### src/rtl/pixel_pkg.sv
// Shared constants, state encoding and address helpers for the pixel write port.
// Framebuffer is 160x120, one COLOUR_W-bit word per pixel, row-major.
package pixel_pkg;

  localparam int H_RES    = 160;
  localparam int V_RES    = 120;
  localparam int COLOUR_W = 3;
  localparam int ADDR_W   = 15;
  localparam int COORD_W  = 8;
  localparam int FB_WORDS = H_RES * V_RES;

  localparam logic [COORD_W-1:0] X_LIMIT   = COORD_W'(H_RES);
  localparam logic [COORD_W-1:0] Y_LIMIT   = COORD_W'(V_RES);
  localparam logic [ADDR_W-1:0]  LAST_ADDR = ADDR_W'(FB_WORDS - 1);

  typedef enum logic {
    ST_IDLE  = 1'b0,
    ST_CLEAR = 1'b1
  } state_t;

  typedef struct packed {
    logic [COORD_W-1:0]  x;
    logic [COORD_W-1:0]  y;
    logic [COLOUR_W-1:0] colour;
  } plot_t;

  // y*160 + x as two shifts and adds; exact for every in-range coordinate.
  function automatic logic [ADDR_W-1:0] xy_to_addr(input logic [COORD_W-1:0] x,
                                                   input logic [COORD_W-1:0] y);
    logic [ADDR_W-1:0] y_w;
    logic [ADDR_W-1:0] x_w;
    y_w = ADDR_W'(y);
    x_w = ADDR_W'(x);
    return (y_w << 7) + (y_w << 5) + x_w;
  endfunction

  function automatic logic in_range(input logic [COORD_W-1:0] x,
                                    input logic [COORD_W-1:0] y);
    return (x < X_LIMIT) && (y < Y_LIMIT);
  endfunction

endpackage

### src/rtl/plot_fifo.sv
// Small synchronous FIFO holding pending plots; simultaneous push and pop allowed.
// Read data is the head entry, visible combinationally while not empty.
module plot_fifo #(
  parameter int DEPTH = 4,
  parameter int WIDTH = 19
) (
  input  logic             clk,
  input  logic             reset,
  input  logic             i_push,
  input  logic [WIDTH-1:0] i_wr_data,
  input  logic             i_pop,
  output logic [WIDTH-1:0] o_rd_data,
  output logic             o_full,
  output logic             o_empty
);

  localparam int PTR_W = $clog2(DEPTH);

  logic [WIDTH-1:0] r_mem [DEPTH];
  logic [PTR_W:0]   r_wr_ptr;
  logic [PTR_W:0]   r_rd_ptr;
  logic             w_do_push;
  logic             w_do_pop;

  // Extra pointer bit distinguishes full from empty when the indices match.
  assign o_empty   = (r_wr_ptr == r_rd_ptr);
  assign o_full    = (r_wr_ptr[PTR_W] != r_rd_ptr[PTR_W]) &&
                     (r_wr_ptr[PTR_W-1:0] == r_rd_ptr[PTR_W-1:0]);
  assign w_do_push = i_push && !o_full;
  assign w_do_pop  = i_pop && !o_empty;
  assign o_rd_data = r_mem[r_rd_ptr[PTR_W-1:0]];

  always_ff @(posedge clk) begin
    if (w_do_push) begin
      r_mem[r_wr_ptr[PTR_W-1:0]] <= i_wr_data;
    end
  end

  always_ff @(posedge clk) begin
    if (reset) begin
      r_wr_ptr <= '0;
      r_rd_ptr <= '0;
    end else begin
      if (w_do_push) begin
        r_wr_ptr <= r_wr_ptr + 1'b1;
      end
      if (w_do_pop) begin
        r_rd_ptr <= r_rd_ptr + 1'b1;
      end
    end
  end

endmodule

### src/rtl/pixel_write_port.sv
// Accepts plot requests, buffers them, and drives the framebuffer write port;
// also performs a full-screen clear sweep with a latched colour.
module pixel_write_port
  import pixel_pkg::*;
#(
  parameter int FIFO_DEPTH = 4
) (
  input  logic                clk,
  input  logic                reset,
  input  logic [COORD_W-1:0]  plot_x,
  input  logic [COORD_W-1:0]  plot_y,
  input  logic [COLOUR_W-1:0] plot_colour,
  input  logic                plot_valid,
  output logic                plot_ready,
  input  logic                clear_req,
  input  logic [COLOUR_W-1:0] clear_colour,
  output logic                busy,
  output logic [ADDR_W-1:0]   fb_addr,
  output logic [COLOUR_W-1:0] fb_data,
  output logic                fb_we,
  output logic [7:0]          drop_count
);

  state_t                 r_state;
  state_t                 w_state_next;
  logic                   r_clear_pending;
  logic                   r_sweep_tail;
  logic [COLOUR_W-1:0]    r_clear_colour;
  logic [ADDR_W-1:0]      r_clear_addr;
  logic                   r_fb_we;
  logic [ADDR_W-1:0]      r_fb_addr;
  logic [COLOUR_W-1:0]    r_fb_data;
  logic [7:0]             r_drop_count;

  logic                   w_push;
  logic                   w_pop;
  logic                   w_fifo_full;
  logic                   w_fifo_empty;
  logic [$bits(plot_t)-1:0] w_fifo_rd;
  plot_t                  w_head;
  plot_t                  w_in;
  logic                   w_clear_accept;
  logic                   w_sweep_last;

  assign w_in.x      = plot_x;
  assign w_in.y      = plot_y;
  assign w_in.colour = plot_colour;
  assign w_head      = w_fifo_rd;

  assign plot_ready     = !reset && !w_fifo_full && !r_clear_pending && (r_state != ST_CLEAR);
  assign w_push         = plot_valid && plot_ready;
  assign w_pop          = !w_fifo_empty && (r_state == ST_IDLE);
  assign w_clear_accept = clear_req && (r_state == ST_IDLE) && !r_clear_pending;
  assign w_sweep_last   = (r_state == ST_CLEAR) && (r_clear_addr == LAST_ADDR);

  plot_fifo #(
    .DEPTH (FIFO_DEPTH),
    .WIDTH ($bits(plot_t))
  ) u_plot_fifo (
    .clk       (clk),
    .reset     (reset),
    .i_push    (w_push),
    .i_wr_data (w_in),
    .i_pop     (w_pop),
    .o_rd_data (w_fifo_rd),
    .o_full    (w_fifo_full),
    .o_empty   (w_fifo_empty)
  );

  always_ff @(posedge clk) begin
    if (reset) begin
      r_state <= ST_IDLE;
    end else begin
      r_state <= w_state_next;
    end
  end

  // The sweep waits for the last plot write to leave the output register.
  always_comb begin
    w_state_next = r_state;
    case (r_state)
      ST_IDLE: begin
        if (r_clear_pending && w_fifo_empty && !r_fb_we && !r_sweep_tail) begin
          w_state_next = ST_CLEAR;
        end
      end
      ST_CLEAR: begin
        if (r_clear_addr == LAST_ADDR) begin
          w_state_next = ST_IDLE;
        end
      end
      default: w_state_next = ST_IDLE;
    endcase
  end

  always_ff @(posedge clk) begin
    if (reset) begin
      r_fb_we         <= 1'b0;
      r_fb_addr       <= '0;
      r_fb_data       <= '0;
      r_drop_count    <= '0;
      r_clear_addr    <= '0;
      r_clear_pending <= 1'b0;
      r_clear_colour  <= '0;
      r_sweep_tail    <= 1'b0;
    end else begin
      r_fb_we <= 1'b0;
      if (r_state == ST_CLEAR) begin
        r_fb_we      <= 1'b1;
        r_fb_addr    <= r_clear_addr;
        r_fb_data    <= r_clear_colour;
        r_clear_addr <= w_sweep_last ? '0 : r_clear_addr + ADDR_W'(1);
      end else if (w_pop) begin
        if (in_range(w_head.x, w_head.y)) begin
          r_fb_we   <= 1'b1;
          r_fb_addr <= xy_to_addr(w_head.x, w_head.y);
          r_fb_data <= w_head.colour;
        end else if (r_drop_count != 8'hFF) begin
          r_drop_count <= r_drop_count + 8'd1;
        end
      end

      // Pending is held through the final sweep write so ready rises only after it.
      r_sweep_tail <= w_sweep_last;
      if (w_clear_accept) begin
        r_clear_pending <= 1'b1;
        r_clear_colour  <= clear_colour;
      end else if (r_sweep_tail) begin
        r_clear_pending <= 1'b0;
      end
    end
  end

  assign fb_we      = r_fb_we;
  assign fb_addr    = r_fb_addr;
  assign fb_data    = r_fb_data;
  assign drop_count = r_drop_count;
  assign busy       = !w_fifo_empty || r_clear_pending || (r_state == ST_CLEAR) || r_fb_we;

endmodule

### config.mk
export PLATFORM = sky130hd
export DESIGN_NAME = pixel_write_port
export DESIGN_NICKNAME = d
export VERILOG_FILES = /design/src/rtl/pixel_pkg.sv /design/src/rtl/plot_fifo.sv /design/src/rtl/pixel_write_port.sv
export SDC_FILE = /design/constraint.sdc
export NUM_CORES = 1
export LEC_CHECK = 0
export CAP_MARGIN = 20
export CORE_MARGIN = 2
export CORE_UTILIZATION = 36
export CTS_CLUSTER_DIAMETER = 80
export DETAILED_ROUTE_END_ITERATION = 8
export GPL_ROUTABILITY_DRIVEN = 0
export PLACE_DENSITY_LB_ADDON = 0.3
export SLEW_MARGIN = 25
export SYNTH_ARGS = -nofsm -noshare
export SYNTH_HDL_FRONTEND = slang
export SYNTH_SLANG_ARGS = --single-unit
### constraint.sdc
create_clock -name clk -period 3.5 [get_ports clk]
set_input_delay 0.875 -clock clk [delete_from_list [all_inputs] [get_ports clk]]
set_output_delay 0.875 -clock clk [all_outputs]
set_load 0.01 [all_outputs]
==> results of run 1 <==
## sequential cells by signal (all words and copies together) (netlist names), 3 cells and up, named ones only
signal                flops
r_clear_colour            3
fb_addr                  15
u_plot_fifo.r_mem        76
drop_count                8
fb_data                   3
u_plot_fifo.r_rd_ptr      3
r_clear_addr             15
u_plot_fifo.r_wr_ptr      3
## layout by cell type (no fill, tap or decap), drive strengths merged, types with 16 or more instances in the layout
cell type	instances
a21oi	17
and3	16
clkbuf	18
clkdlybuf4s50	54
dfxtp	56
edfxtp	76
ha	22
inv	21
mux4	19
nand2	21
nor2	37
xor2	18
## layout make-up
cell class                 count  area share (%)
clock buffer                  18           6.024
clock inverter                14           2.002
inverter                      15          0.7903
multi-input combinational    259           30.66
sequential                   132           47.77
tap                          216           3.793
timing repair buffer          67           8.957
## power groups by stage
stage,logic [µW],registers [µW],clock network [µW]
after floorplan,1160,1910,0
after global routing,1840,1890,1780
after detailed placement,1660,1910,0
after CTS,1680,1880,1720
after global placement,1630,1910,0
final,1670,1880,1680
## path summary, 6_finish.rpt
| kind | start | end | slack (ns) |
|---|---|---|---|
| max | reset | plot_ready | 0.26 |
| min | fb_addr[2] | fb_addr[2] | 0.50 |
| max reg2reg | register | fb_addr[14] | 0.34 |
| min reg2reg | fb_addr[2] | fb_addr[2] | 0.50 |
## layer usage
layer	global-route usage (%)	vias to the layer above	share of wire (%)
met5	0	-	0
met4	7.259	0	3.1
met3	3.664	22	4.2
met2	23.93	69	48
met1	17.59	1774	44
li1	-	1759	-
## logic make-up after synthesis
| logic type | after synthesis | share of synthesized area [%] |
|---|---|---|
| buffers and inverters | 31 | 3.228 |
| flip-flops | 132 | 58.94 |
| XOR/XNOR | 26 | 3.944 |
| adder cells (fa/ha/maj) | 24 | 5.460 |
| AO/OA/AOI/OAI | 56 | 7.238 |
| AND/OR/NAND/NOR | 126 | 11.72 |
| multiplexers | 27 | 9.469 |
## through the flow
step,utilization [%],hold slack (ns),power (µW)
final,45.18,0.4956,5225
after global routing,45.18,0.5048,5507
after CTS,45.18,0.4970,5268
after detailed placement,41.55,0.4827,3570
after global placement,41.55,0.4779,3537
after floorplan,-,0.4362,3067
## worst max-delay path: stages
cell and delay [ns]:
clkdlybuf4s50_1 0.41, or3_1 0.32, a31oi_1 0.20, clkdlybuf4s50_1 0.57
==> impl_metrics.csv, run 1 <==
group,metric,value,unit
final_layout,final_cell_area,7124,µm²
clocking,ctsHtreeMaxLevel,4,
route,first_pass_iters,4,
synthesis,yosysWarnings,0,
clocking,cts.clk_slew.worst_paths,0.06,ns
synthesis,synthTopCellsByCount,"76 x edfxtp_1, 56 x dfxtp_1, 36 x nor2_1",
global_route,grt_use_total,14.44,%
global_route,grt_pass1_vias,3655,
timing,fin_crit,3.245,ns
timing,relSlewSlack,47.77,%
place,placed_cells,689,
global_route,grt_max_degree,36,
synthesis,synth.avg_cell_area,13.68,µm²
final_layout,seqCellArea,3403,µm²
die,dieArea,17070,µm²
timing,fin_skew,0.008116,ns
min_path,whs_path_depth,1,
setup_path,required,2.62,ns
synthesis,synth.distinct_cells,57,
clocking,cts_setup_buffers,0,
clocking,cts_resized,0,
setup_path,worstSetupPathType,"in -> out",
timing,period_share,92.71,%
final_layout,layout.cells.non_filler,721,
timing,max_freq,308.2,MHz
final_layout,layout.nets,542,
pwr,pwr_density_cell,733.4,nW/µm²
synthesis,synthFlopType,"edfxtp_1",
route,wl_per_cell,16.07,µm
die,ios,55,
timing,maxSlewViolCount,0,
clocking,cts_tree,"built",
clocking,cts_sinks,132,
final_layout,n_fill_cell,1441,
route,drt_iter0_markers,224,
route,drc_errors,0,
pwr,p_int,3567,µW
final_layout,area_delta_synth_final,23.38,%
global_route,antenna_found_initial,0,
synthesis,yosys.area.top_type_share,39.52,%
final_layout,multi_input_area,2185,µm²
place,io_buffers,54,
synthesis,synth_most_common_cell,"edfxtp_1",
die,die-width,130.6,µm
route,final_antenna_net_count,0,
synthesis,syn_inst,422,
min_path,holdCritPathClass,"reg -> reg",
synthesis,synth_area_leaders,"edfxtp_1 40%, dfxtp_1 19%, ha_1 4.8%",
synthesis,synth-edff-count,76,
pwr,power_frac_clock,32.2,%
timing,finalSetupViolCount,0,
pwr,power_switching,1658,µW
synthesis,ys_seq_elements,132,
setup_path,cp.arrival,2.37,ns
place,pre_cts_slack,0.2494,ns
pwr,irDropWorstVdd,459.3,µV
pwr,sequentialPowerShare,35.9,%
route,vias,3624,
final_layout,antenna_cells,0,
synthesis,ys_seq_area_share,58.94,%
clocking,clk-insertion-delay-late,0.42,ns
status,status,"complete, no violations",
clocking,cts_buffer_depth,2,
pwr,combPwrFrac,31.9,%
setup_path,cp-start-kind,"primary input",
timing,rsz0062_at_grt,"no",
place,placement.cell_area,6553,µm²
timing,tns,0,ns
route,viasPerCell,5.026,
global_route,grt-ovfl-total,0,
synthesis,syn-num-nets,472,
clocking,cts-root-buf,"clkbuf_16",
pwr,p_leak,0.002532,µW
die,core,15770,µm²
global_route,grt_pass1_wl,18630,µm
synthesis,yosys.area.top_type,"edfxtp_1",
timing,fin_ws,0.2551,ns
clocking,cts_buffers,17,
die,rows,46,
timing,tightestPinTransition,0.7802,ns
synthesis,ys_async_sr_fraction,0,%
setup_path,reg2reg_depth,10,
die,die_height,130.6,µm
timing,finalHoldViolCount,0,
flow_run,cap_violations,0,
place,dp_hpwl,8065,µm
final_layout,drive_gt1_share,13.66,%
route,wl,11590,µm
die,initial_core_util,36.62,%
synthesis,synth_area,5774,µm²
setup_path,crit_fanout,2,
clocking,cts_hold_repair.buffers,0,
setup_path,endpoint_kind,"primary output",
pwr,swShare,31.74,%
No activity file was read; power rests on OpenSTA's default activity.
==> run 2, diff against run 1 <==
--- a/config.mk
+++ b/config.mk
@@ -11,6 +11,7 @@
 export CTS_CLUSTER_DIAMETER = 80
 export DETAILED_ROUTE_END_ITERATION = 8
 export GPL_ROUTABILITY_DRIVEN = 0
+export HOLD_SLACK_MARGIN = 0.02
 export PLACE_DENSITY_LB_ADDON = 0.3
 export SLEW_MARGIN = 25
 export SYNTH_ARGS = -nofsm -noshare
==> constraint.sdc (replaced) <==
create_clock -name clk -period 4.1 [get_ports clk]
set_input_delay 1.025 -clock clk [delete_from_list [all_inputs] [get_ports clk]]
set_output_delay 1.025 -clock clk [all_outputs]
set_load 0.01 [all_outputs]
==> impl_metrics.csv, run 2 (synthesis gave the netlist of run 1 again) <==
group,metric,value,unit
setup_path,required,3.07,ns
setup_path,cpPeakStageDelay,0.62,ns
setup_path,rr_endpoint,"fb_addr[11]",
timing,finalHoldViolCount,0,
final_layout,final_cell_mix,"76 x edfxtp_1, 56 x dfxtp_1, 54 x clkdlybuf4s50_1",
timing,rsz0062_at_grt,"no",
clocking,cts_sinks,132,
min_path,min_from,"fb_addr[3]",
timing,tightestPinTransition,0.7978,ns
timing,max_freq,268.4,MHz
timing,finalSetupViolCount,0,
setup_path,endpoint_kind,"primary output",
final_layout,antenna_cells,0,
setup_path,crit_fanout,6,
clocking,cts_buffers,17,
setup_path,path_common_cell,"clkdlybuf4s50_1",
route,first_pass_iters,4,
final_layout,n_fill_cell,1415,
clocking,clk-insertion-delay-late,0.42,ns
global_route,grt_pass1_wl,18760,µm
global_route,antenna_found_initial,0,
flow_run,cap_violations,0,
route,drt_iter0_markers,225,
pwr,p_leak,0.002550,µW
pwr,combPwrFrac,30.1,%
clocking,cts_hold_repair.buffers,0,
setup_path,cp-start-kind,"primary input",
place,io_buffers,54,
clocking,ctsHtreeMaxLevel,4,
pwr,sequentialPowerShare,34.3,%
clocking,cts_buffer_depth,2,
final_layout,area_delta_synth_final,24.44,%
route,drc_errors,0,
clocking,cts.clk_slew.worst_paths,0.06,ns
die,rows,46,
pwr,power_switching,1399,µW
clocking,cts_resized,0,
die,die-width,130.6,µm
die,ios,55,
timing,maxSlewViolCount,0,
timing,fin_crit,3.726,ns
timing,period_share,90.89,%
clocking,cts_setup_buffers,0,
pwr,power_frac_clock,35.6,%
route,vias,3645,
route,final_antenna_net_count,0,
die,initial_core_util,36.62,%
die,dieArea,17070,µm²
timing,tns,0,ns
global_route,grt_use_total,14.76,%
route,wl_per_cell,16.16,µm
timing,relSlewSlack,46.59,%
final_layout,drive_gt1_share,13.15,%
timing,holdWs,0.5056,ns
setup_path,crit_path_cell_trace,"clkdlybuf4s50_1 -> or3_1 -> a31oi_1 -> clkdlybuf4s50_1",
timing,fin_skew,0.008004,ns
status,status,"complete, no violations",
clocking,cts_tree,"built",
pwr,pwr_density_cell,649.9,nW/µm²
setup_path,cp_slowest_cell,"clkdlybuf4s50_1",
clocking,cts-root-buf,"clkbuf_16",
min_path,holdCritPathClass,"reg -> reg",
global_route,grt_max_degree,36,
final_layout,seqCellArea,3403,µm²
setup_path,reg2reg_depth,11,
pwr,swShare,29.95,%
final_layout,layout.nets,539,
pwr,p_int,3272,µW
final_layout,mostFrequentLayoutCell,"edfxtp_1",
pwr,irDropWorstVdd,327.9,µV
final_layout,multi_input_area,2185,µm²
setup_path,r2r_slack,0.88,ns
die,core,15770,µm²
setup_path,worstSetupPathType,"in -> out",
route,viasPerCell,5.077,
min_path,holdPathEnd,"fb_addr[3]",
global_route,grt-ovfl-total,0,
setup_path,cp-startpoint,"reset",
place,dp_hpwl,8100,µm
die,die_height,130.6,µm
global_route,grt_pass1_vias,3710,
route,wl,11600,µm
min_path,whs_path_depth,1,
setup_path,cp.arrival,2.70,ns
final_layout,largest_reg_flops,76,
run 2: cell types whose count changed in the layout (fill, tap and decap cells not counted), sizes merged:
cell,previous run,this run
clkinv,4,2
buf,13,10
inv,21,18
bufinv,1,5
clkinvlp,3,4
run 2: per-stage QoR:
stage | total power (µW) | cells | instance area [µm²] | setup slack (ns) | utilization, %
after floorplan | 2618 | 422 | 5774 | 1.193 | -
after global placement | 3010 | 686 | 6530 | 0.4079 | 41.41
after detailed placement | 3046 | 686 | 6530 | 0.3695 | 41.41
after CTS | 4717 | 718 | 7186 | 0.3632 | 45.56
final | 4670 | 718 | 7186 | 0.3737 | 45.56
after global routing | 4933 | 718 | 7186 | 0.3012 | 45.56
run 2: cell type report:
type / instances / share of cell area (%)
Clock buffer: 18 / 5.972
Clock inverter: 14 / 3.152
Inverter: 15 / 0.7836
Multi-Input combinational cell: 259 / 30.40
Sequential cell: 132 / 47.36
Tap cell: 216 / 3.761
Timing Repair Buffer: 64 / 8.567
run 2: power groups by stage:
stage	registers [µW]	clock network, µW	logic (µW)
floorplan	1630	0	990
global placement	1630	0	1380
detailed placement	1630	0	1420
CTS	1600	1690	1420
global route	1610	1750	1570
finish	1600	1660	1410
run 2: how the worst max path moves through the flow:
stage | to | slack [ns] | depth (start not counted)
final | plot_ready | 0.37 | 4
after detailed placement | plot_ready | 0.37 | 4
after global routing | plot_ready | 0.30 | 4
after CTS | plot_ready | 0.36 | 4
after global placement | plot_ready | 0.41 | 4
after floorplan | fb_addr[14] | 1.19 | 11
run 2: worst max-delay path, delay by kind of cell:
family | cells | cell delay, ns
buffers and inverters | 2 | 1.03
and+or+nand+nor | 1 | 0.31
AOI/OAI and AO/OA | 1 | 0.33
run 2: routing by layer:
| layer | routed length [µm] | part of all wire (%) | up-vias | GRT usage, % |
|---|---|---|---|---|
| met5 | 0 | 0 | - | 0 |
| met4 | 306 | 2.6 | 0 | 7.384 |
| met3 | 505 | 4.4 | 19 | 3.909 |
| met2 | 5755 | 50 | 79 | 24.60 |
| met1 | 5037 | 43 | 1796 | 17.75 |
| li1 | - | - | 1751 | - |
==> run 3, diff against run 2 <==
--- a/config.mk
+++ b/config.mk
@@ -6,6 +6,7 @@
 export NUM_CORES = 1
 export LEC_CHECK = 0
 export CAP_MARGIN = 20
+export CORE_ASPECT_RATIO = 1.5
 export CORE_MARGIN = 2
 export CORE_UTILIZATION = 36
 export CTS_CLUSTER_DIAMETER = 80
==> impl_metrics.csv, run 3 (synthesis gave the netlist of run 1 again) <==
group,metric,value,unit
final_layout,mostFrequentLayoutCell,"edfxtp_1",
setup_path,endpoint_kind,"primary output",
final_layout,largest_reg_flops,76,
clocking,ctsHtreeMaxLevel,4,
pwr,p_leak,0.002545,µW
place,io_buffers,54,
pwr,pwr_density_cell,634.1,nW/µm²
setup_path,cp_slowest_cell,"clkdlybuf4s50_1",
timing,fin_crit,3.714,ns
route,wl,11470,µm
setup_path,path_common_cell,"clkdlybuf4s50_1",
min_path,min_from,"fb_addr[7]",
die,ios,55,
clocking,cts_resized,0,
global_route,grt_max_degree,36,
clocking,cts_tree,"built",
timing,fin_skew,0.01084,ns
setup_path,required,3.07,ns
final_layout,layout.nets,538,
min_path,holdCritPathClass,"reg -> reg",
timing,maxSlewViolCount,0,
global_route,grt-ovfl-total,0,
clocking,cts_buffer_depth,2,
timing,finalHoldViolCount,0,
global_route,grt_pass1_wl,18980,µm
place,dp_hpwl,8004,µm
timing,max_freq,269.3,MHz
clocking,cts-root-buf,"clkbuf_16",
timing,finalSetupViolCount,0,
timing,rsz0062_at_grt,"no",
setup_path,cp-startpoint,"reset",
timing,tns,0,ns
clocking,cts_setup_buffers,0,
setup_path,cpPeakStageDelay,0.61,ns
route,viasPerCell,5.053,
die,die_height,159.1,µm
die,dieArea,17090,µm²
route,vias,3557,
setup_path,cp_top_family,"buffers and inverters",
flow_run,cap_violations,0,
clocking,cts_hold_repair.buffers,0,
setup_path,r2r_slack,0.93,ns
setup_path,cp-start-kind,"primary input",
setup_path,worstSetupPathType,"in -> out",
final_layout,antenna_cells,0,
die,initial_core_util,36.79,%
setup_path,cp.arrival,2.69,ns
final_layout,drive_gt1_share,13.17,%
final_layout,n_fill_cell,1361,
clocking,cts_sinks,132,
global_route,grt_pass1_vias,3698,
pwr,irDropWorstVdd,283.5,µV
global_route,grt_use_total,14.49,%
status,status,"complete, no violations",
clocking,cts_buffers,17,
timing,period_share,90.58,%
final_layout,area_delta_synth_final,23.38,%
global_route,antenna_found_initial,0,
die,rows,56,
route,final_antenna_net_count,0,
route,first_pass_iters,4,
setup_path,cp_num_buf_inv,2,
route,drc_errors,0,
route,drt_iter0_markers,199,
setup_path,crit_fanout,6,
pwr,p_total,4518,µW
final_layout,final_cell_mix,"76 x edfxtp_1, 56 x dfxtp_1, 54 x clkdlybuf4s50_1",
route,wl_per_cell,16.29,µm
die,core,15700,µm²
die,die-width,107.4,µm
clocking,cts.clk_slew.worst_paths,0.06,ns
timing,relSlewSlack,47.29,%
setup_path,crit_path_cell_trace,"clkdlybuf4s50_1 -> or3_1 -> a31oi_1 -> clkdlybuf4s50_1",
clocking,clk-insertion-delay-late,0.42,ns
timing,tightestPinTransition,0.7895,ns
## run 3: cell count changes in the layout (fill, tap and decap cells not counted)
cell / delta
buf_4: -1
bufinv_16: -3
clkbuf_1: -1
clkinv_2: +1
clkinv_4: +1
clkinv_8: +1
clkinvlp_4: -4
inv_8: +5
## run 3: power by group
group | internal (µW) | switching (µW) | total [µW]
combinational | 655 | 689 | 1340
sequential | 1520 | 97.8 | 1620
clock | 929 | 627 | 1560
## run 3: worst paths after layout
path                      end  cells after the start
hold / removal     fb_addr[7]                      1
setup / recovery   plot_ready                      4
hold reg to reg    fb_addr[7]                      1
setup reg to reg  fb_addr[13]                     11
## run 3: cell type report
type,count,area [µm²],area share (%)
inverter,15,56.30,0.7903
sequential,132,3403,47.77
timing repair buffer,63,608.1,8.535
clock buffer,17,425.4,5.971
clock inverter,15,192.7,2.705
multi-input combinational,259,2185,30.66
tap,203,254.0,3.565
## run 3: through the flow
stage	std cells	cell area, µm²	hold slack, ns	setup WS (ns)	utilization [%]
final	704	7124	0.4908	0.3862	45.39
after global routing	704	7124	0.5076	0.2587	45.39
after CTS	704	7124	0.4935	0.3762	45.39
after detailed placement	672	6506	0.4791	0.3895	41.45
after global placement	672	6506	0.4628	0.4024	41.45
after floorplan	422	5774	0.4362	1.193	-
## run 3: routing by layer
layer | up-vias | part of all wire (%) | track usage [%] | wire length [µm]
met5 | - | 0 | 0 | 0
met1 | 1737 | 41 | 16.63 | 4720
met2 | 62 | 54 | 25.72 | 6233
met4 | 0 | 1.7 | 6.993 | 197
met3 | 10 | 2.8 | 2.497 | 317
li1 | 1748 | - | - | -
